==> src/rtl/uart_rx_sampler.sv <==
// 8N1 UART receiver: two-flop synchroniser, start-edge detect, 3-sample majority vote
// at each bit centre, and a valid/ack output register for the received byte.
module uart_rx_sampler #(
  parameter int unsigned CLKS_PER_BIT = 48
) (
  input  logic       clk_48,
  input  logic       reset,
  input  logic       serial_rxd,
  output logic [7:0] data,
  output logic       data_valid,
  input  logic       data_ack,
  output logic       framing_error,
  output logic       overrun,
  output logic       busy
);

  localparam int unsigned CW   = $clog2(CLKS_PER_BIT) + 1;
  localparam int unsigned HALF = CLKS_PER_BIT / 2;
  localparam logic [CW-1:0] CNT_S0   = CW'(HALF - 1);
  localparam logic [CW-1:0] CNT_S1   = CW'(HALF);
  localparam logic [CW-1:0] CNT_DEC  = CW'(HALF + 1);
  localparam logic [CW-1:0] CNT_LAST = CW'(CLKS_PER_BIT - 1);

  typedef enum logic [2:0] {IDLE, START, DATA, STOP, WAIT_HIGH} state_e;

  state_e        state_q, state_d;
  logic          meta_q, meta_d;
  logic          rxd_s_q, rxd_s_d;
  logic [1:0]    sync_ok_q, sync_ok_d;
  logic          armed_q, armed_d;
  logic [CW-1:0] cnt_q, cnt_d;
  logic [2:0]    bit_q, bit_d;
  logic [7:0]    shift_q, shift_d;
  logic [1:0]    samp_q, samp_d;
  logic [7:0]    data_q, data_d;
  logic          data_valid_q, data_valid_d;
  logic          framing_error_q, framing_error_d;
  logic          overrun_q, overrun_d;
  logic          busy_q, busy_d;

  logic          decide;
  logic          maj;
  logic          deliver;
  logic          stop_bad;

  always_ff @(posedge clk_48) begin
    if (reset) begin
      state_q         <= IDLE;
      meta_q          <= 1'b1;
      rxd_s_q         <= 1'b1;
      sync_ok_q       <= '0;
      armed_q         <= 1'b0;
      cnt_q           <= '0;
      bit_q           <= '0;
      shift_q         <= '0;
      samp_q          <= '0;
      data_q          <= '0;
      data_valid_q    <= 1'b0;
      framing_error_q <= 1'b0;
      overrun_q       <= 1'b0;
      busy_q          <= 1'b0;
    end else begin
      state_q         <= state_d;
      meta_q          <= meta_d;
      rxd_s_q         <= rxd_s_d;
      sync_ok_q       <= sync_ok_d;
      armed_q         <= armed_d;
      cnt_q           <= cnt_d;
      bit_q           <= bit_d;
      shift_q         <= shift_d;
      samp_q          <= samp_d;
      data_q          <= data_d;
      data_valid_q    <= data_valid_d;
      framing_error_q <= framing_error_d;
      overrun_q       <= overrun_d;
      busy_q          <= busy_d;
    end
  end

  always_comb begin
    state_d   = state_q;
    meta_d    = serial_rxd;
    rxd_s_d   = meta_q;
    sync_ok_d = {sync_ok_q[0], 1'b1};
    // Arm only on a genuinely sampled high line, so a line held low through reset cannot start a frame.
    armed_d   = armed_q | (rxd_s_q & sync_ok_q[1]);
    cnt_d     = (cnt_q == CNT_LAST) ? '0 : cnt_q + CW'(1);
    bit_d     = bit_q;
    shift_d   = shift_q;
    samp_d    = samp_q;
    deliver   = 1'b0;
    stop_bad  = 1'b0;
    decide    = (cnt_q == CNT_DEC);
    maj       = (samp_q[0] & samp_q[1]) | (samp_q[0] & rxd_s_q) | (samp_q[1] & rxd_s_q);

    if (cnt_q == CNT_S0) samp_d[0] = rxd_s_q;
    if (cnt_q == CNT_S1) samp_d[1] = rxd_s_q;

    case (state_q)
      IDLE: begin
        cnt_d = '0;
        if (armed_q && !rxd_s_q) begin
          state_d = START;
          cnt_d   = CW'(1);
        end
      end
      START: begin
        if (decide) begin
          state_d = maj ? IDLE : DATA;
          bit_d   = '0;
        end
      end
      DATA: begin
        if (decide) begin
          shift_d = {maj, shift_q[7:1]};
          if (bit_q == 3'd7) state_d = STOP;
          else               bit_d   = bit_q + 3'd1;
        end
      end
      STOP: begin
        if (decide) begin
          if (maj) begin
            deliver = 1'b1;
            state_d = IDLE;
          end else begin
            stop_bad = 1'b1;
            state_d  = WAIT_HIGH;
          end
        end
      end
      WAIT_HIGH: begin
        if (rxd_s_q) state_d = IDLE;
      end
      default: state_d = IDLE;
    endcase
  end

  // Output register: ack is applied before a same-cycle delivery is considered.
  always_comb begin
    data_d          = data_q;
    data_valid_d    = data_valid_q & ~data_ack;
    framing_error_d = stop_bad;
    overrun_d       = 1'b0;
    busy_d          = (state_d != IDLE);
    if (deliver) begin
      if (data_valid_d) begin
        overrun_d = 1'b1;
      end else begin
        data_d       = shift_q;
        data_valid_d = 1'b1;
      end
    end
  end

  assign data          = data_q;
  assign data_valid    = data_valid_q;
  assign framing_error = framing_error_q;
  assign overrun       = overrun_q;
  assign busy          = busy_q;

endmodule

==> config.mk <==
export PLATFORM = sky130hd
export DESIGN_NAME = uart_rx_sampler
export DESIGN_NICKNAME = d
export VERILOG_FILES = /design/src/rtl/uart_rx_sampler.sv
export SDC_FILE = /design/constraint.sdc
export NUM_CORES = 1
export LEC_CHECK = 0
export CAP_MARGIN = 20
export CORE_MARGIN = 2
export CORE_UTILIZATION = 50
export DETAILED_ROUTE_END_ITERATION = 6
export PLACE_DENSITY_LB_ADDON = 0.15
export SETUP_SLACK_MARGIN = 0.2
export SLEW_MARGIN = 20
export SYNTH_ARGS = -nofsm -noshare
export SYNTH_HDL_FRONTEND = slang
export SYNTH_SLANG_ARGS = --single-unit
export TNS_END_PERCENT = 5
==> constraint.sdc <==
create_clock -name clk_48 -period 1.7 [get_ports clk_48]
set_clock_uncertainty 0.05 [all_clocks]
set_input_delay 0.17 -clock clk_48 [delete_from_list [all_inputs] [get_ports clk_48]]
set_output_delay 0.17 -clock clk_48 [all_outputs]
set_load 0.02 [all_outputs]
==> run metrics <==
routability cong.=approximately 0.89; wirelength, routed=between 3 and 4 mm; Reg2Reg Setup Slack=around 120 ps; crit-path max cell delay=approximately 400 ps; Sw Ratio=19.0%; Hold Path Class=in2reg; Clock Latency Late Sink=about 340 ps; Slew headroom=75.1%; actual slew at the worst max-slew pin=between 300 and 400 ps; Crit Path Category=reg2reg; count of input and output buffers=15; fraction of layout cells with a size suffix above 1=28.0%; library cells used by synthesis=42; Die Ht=between 60 and 70 um; vias per inst=5.34; Fmax=~0.63 GHz; initial antenna violation count=0; via count=~1.4k; die area=3860 um2; Comb power frac=2.7%; DRC viols=0; Core Area=between 3000 and 4000 um2; Period minus WS final=approximately 1600 ps; vias in the first global route=1,498; Top Ports=16; worst-path cell chain=ha_4 > nand3b_1 > buf_4 > or3_4 > o21ai_1 > a21oi_1; clock share of power=roughly 43%; crit path max fanout=5; NetSw=approximately 330 uW; Syn Std Cell Area=1690 um2; Util after Layout=approximately two thirds; TritonCTS clock tree=done; Pre-Repair DR Iteration Count=4; Synth Net Count=roughly 200; iteration-0 DRC count of the detailed router=roughly 100; CTS H-tree lvls=2; Root Buffer Master=clkbuf_4; Post-Syn Area per Cell=around 8.7 um2; max-slew violations=0; CTS buffer count=5; Final ANT Viol Nets=0; cell internal pwr=around 1400 uW; synthesized flop and latch total=40; area grow syn2layout=32.8%; clock-pin slew on the worst setup and hold paths=~110 ps; synthesized instance count=~200; RSZ-0062 raised after global routing=yes; setup tns final=0 ps; DP HPWL=about 2.5 mm; pwr dens=779 nW/um2; synth warn=0; MaxCap Viol Count=0; nets=approximately 230; largest net degree at the start of global routing=19; WP data arrival=between 1500 and 2000 ps; Worst setup SP type=flip-flop; Top delay family on crit path=simple AND/OR/NAND/NOR gates; antenna cells=0; Critical Path Sink Type=flip-flop; hold_buf cts=0; Final period util=approximately 93%; Die W=62.1 um; crit path buf inv count=1; Slowest-stage cell, CP=dfxtp_2; outcome=finished, final reports clean; register share of total power=between 50 and 60%; GRT Total Usage=around a fifth; routed len/inst=~14 um; GR Overflow Total=0; Max rail drop VDD=566 uV; Clock Path Buffers=2; Initial Util=just over 50%; std cell rows=21; predominant post-synthesis flop cell=dfxtp_1; final hold vios=0; final setup fails=0; Lkg Pwr=0.000837 uW; asr flop ratio synth=0%; Post-synth EDFFs=0; Crit path required time=roughly 1900 ps; sinks on the clock net=40; first-pass GRT wire length=~6.5 mm; sequential area share after synthesis=between 40% and 50%
-- layout make-up --
| class | instances | area, um2 |
|---|---|---|
| Inverter | 8 | 30.0 |
| Clock inverter | 2 | 60.1 |
| Tap cell | 46 | 57.6 |
| Fill cell | 264 | 1040 |
| Sequential cell | 40 | 808 |
| Clock buffer | 5 | 37.5 |
| Timing Repair Buffer | 36 | 330 |
| Multi-Input combinational cell | 134 | 920 |
-- power groups by stage --
stage          Sequential, uW  Clock (uW)  Combinational [uW]
5_1_grt                   951         807                51.3
4_1_cts                   949         769                45.5
2_1_floorplan             969           0                23.5
6_report                  950         752                46.4
3_5_place_dp              971           0                44.5
3_3_place_gp              970           0                43.3
-- per-stage QoR --
stage                     total power, uW  setup WS, ps  hold WS, ps  instance area [um2]  cells
after global placement               1010          61.4          344                 1960    255
after floorplan                       993           160          224                 1720    195
after global routing                 1810          76.4          323                 2240    271
after detailed placement             1020          32.5          345                 1960    255
final                                1750           121          331                 2240    271
after CTS                            1760           124          311                 2160    267
-- what timing repair did --
| item | in CTS | in global routing |
|---|---|---|
| buffers inserted | 4 | 4 |
| cloned | 1 | 0 |
| setup endpoints to repair | 43 | 44 |
| resized for setup | 16 | 17 |
| pin swaps | 2 | 3 |
-- cells in the mapped netlist (3+ instances only) --
library cell	number	area, um2
xnor2_1	4	35.0
dfxtp_1	40	801
or2_2	3	18.8
nor3_1	4	20.0
inv_1	8	30.0
mux2i_1	3	30.0
o21ai_0	9	45.0
buf_2	4	20.0
nand2_1	24	90.1
ha_1	5	62.6
nor2_1	15	56.3
nor2b_1	3	18.8
clkbuf_1	9	33.8
nor4_1	3	18.8
a21oi_1	19	95.1
nand3_1	11	55.1
-- worst paths after layout --
path | startpoint | endpoint | cells after the start
worst min-delay path | serial_rxd | meta_q | 2
worst max register to register | cnt_q[0] | data[4] | 6
worst max-delay path | cnt_q[0] | data[4] | 6
worst min register to register | meta_q | rxd_s_q | 1
-- cell families after synthesis --
| kind of cell | Yosys count | share of synthesized area (%) |
|---|---|---|
| AOI/OAI and AO/OA | 37 | 12.8 |
| xor gates and xnor gates | 5 | 2.59 |
| adders and majority gates | 6 | 4.30 |
| buffers and inverters | 22 | 5.26 |
| DFF | 40 | 47.4 |
| muxes | 3 | 1.78 |
| and+or+nand+nor | 82 | 25.9 |
-- sequential cells by signal (all words and copies together) (netlist names), 2 cells and up --
register,flops
sync_ok_q,2
shift_q,8
samp_q,2
cnt_q,7
bit_q,3
data,8
state_q,3
-- layer usage --
layer	up-vias	wire (um)	track usage, %
met5	-	0	0
li1	726	-	-
met4	0	67	8.33
met1	677	1570	24.1
met2	36	1970	36.5
met3	8	149	6.70
-- layout by cell type, fill, tap and decap left out, types with 4 or more instances in the layout --
cell	Yosys	routed
dfxtp_1	40	34
nand2_1	24	22
a21oi_1	19	18
buf_4	0	18
nor2_1	15	15
clkdlybuf4s50_1	0	14
nand3_1	11	11
o21ai_1	0	8
inv_1	8	7
dfxtp_2	0	6
clkbuf_4	0	5
xnor2_1	4	4
No activity file was read; power rests on OpenSTA's default activity.
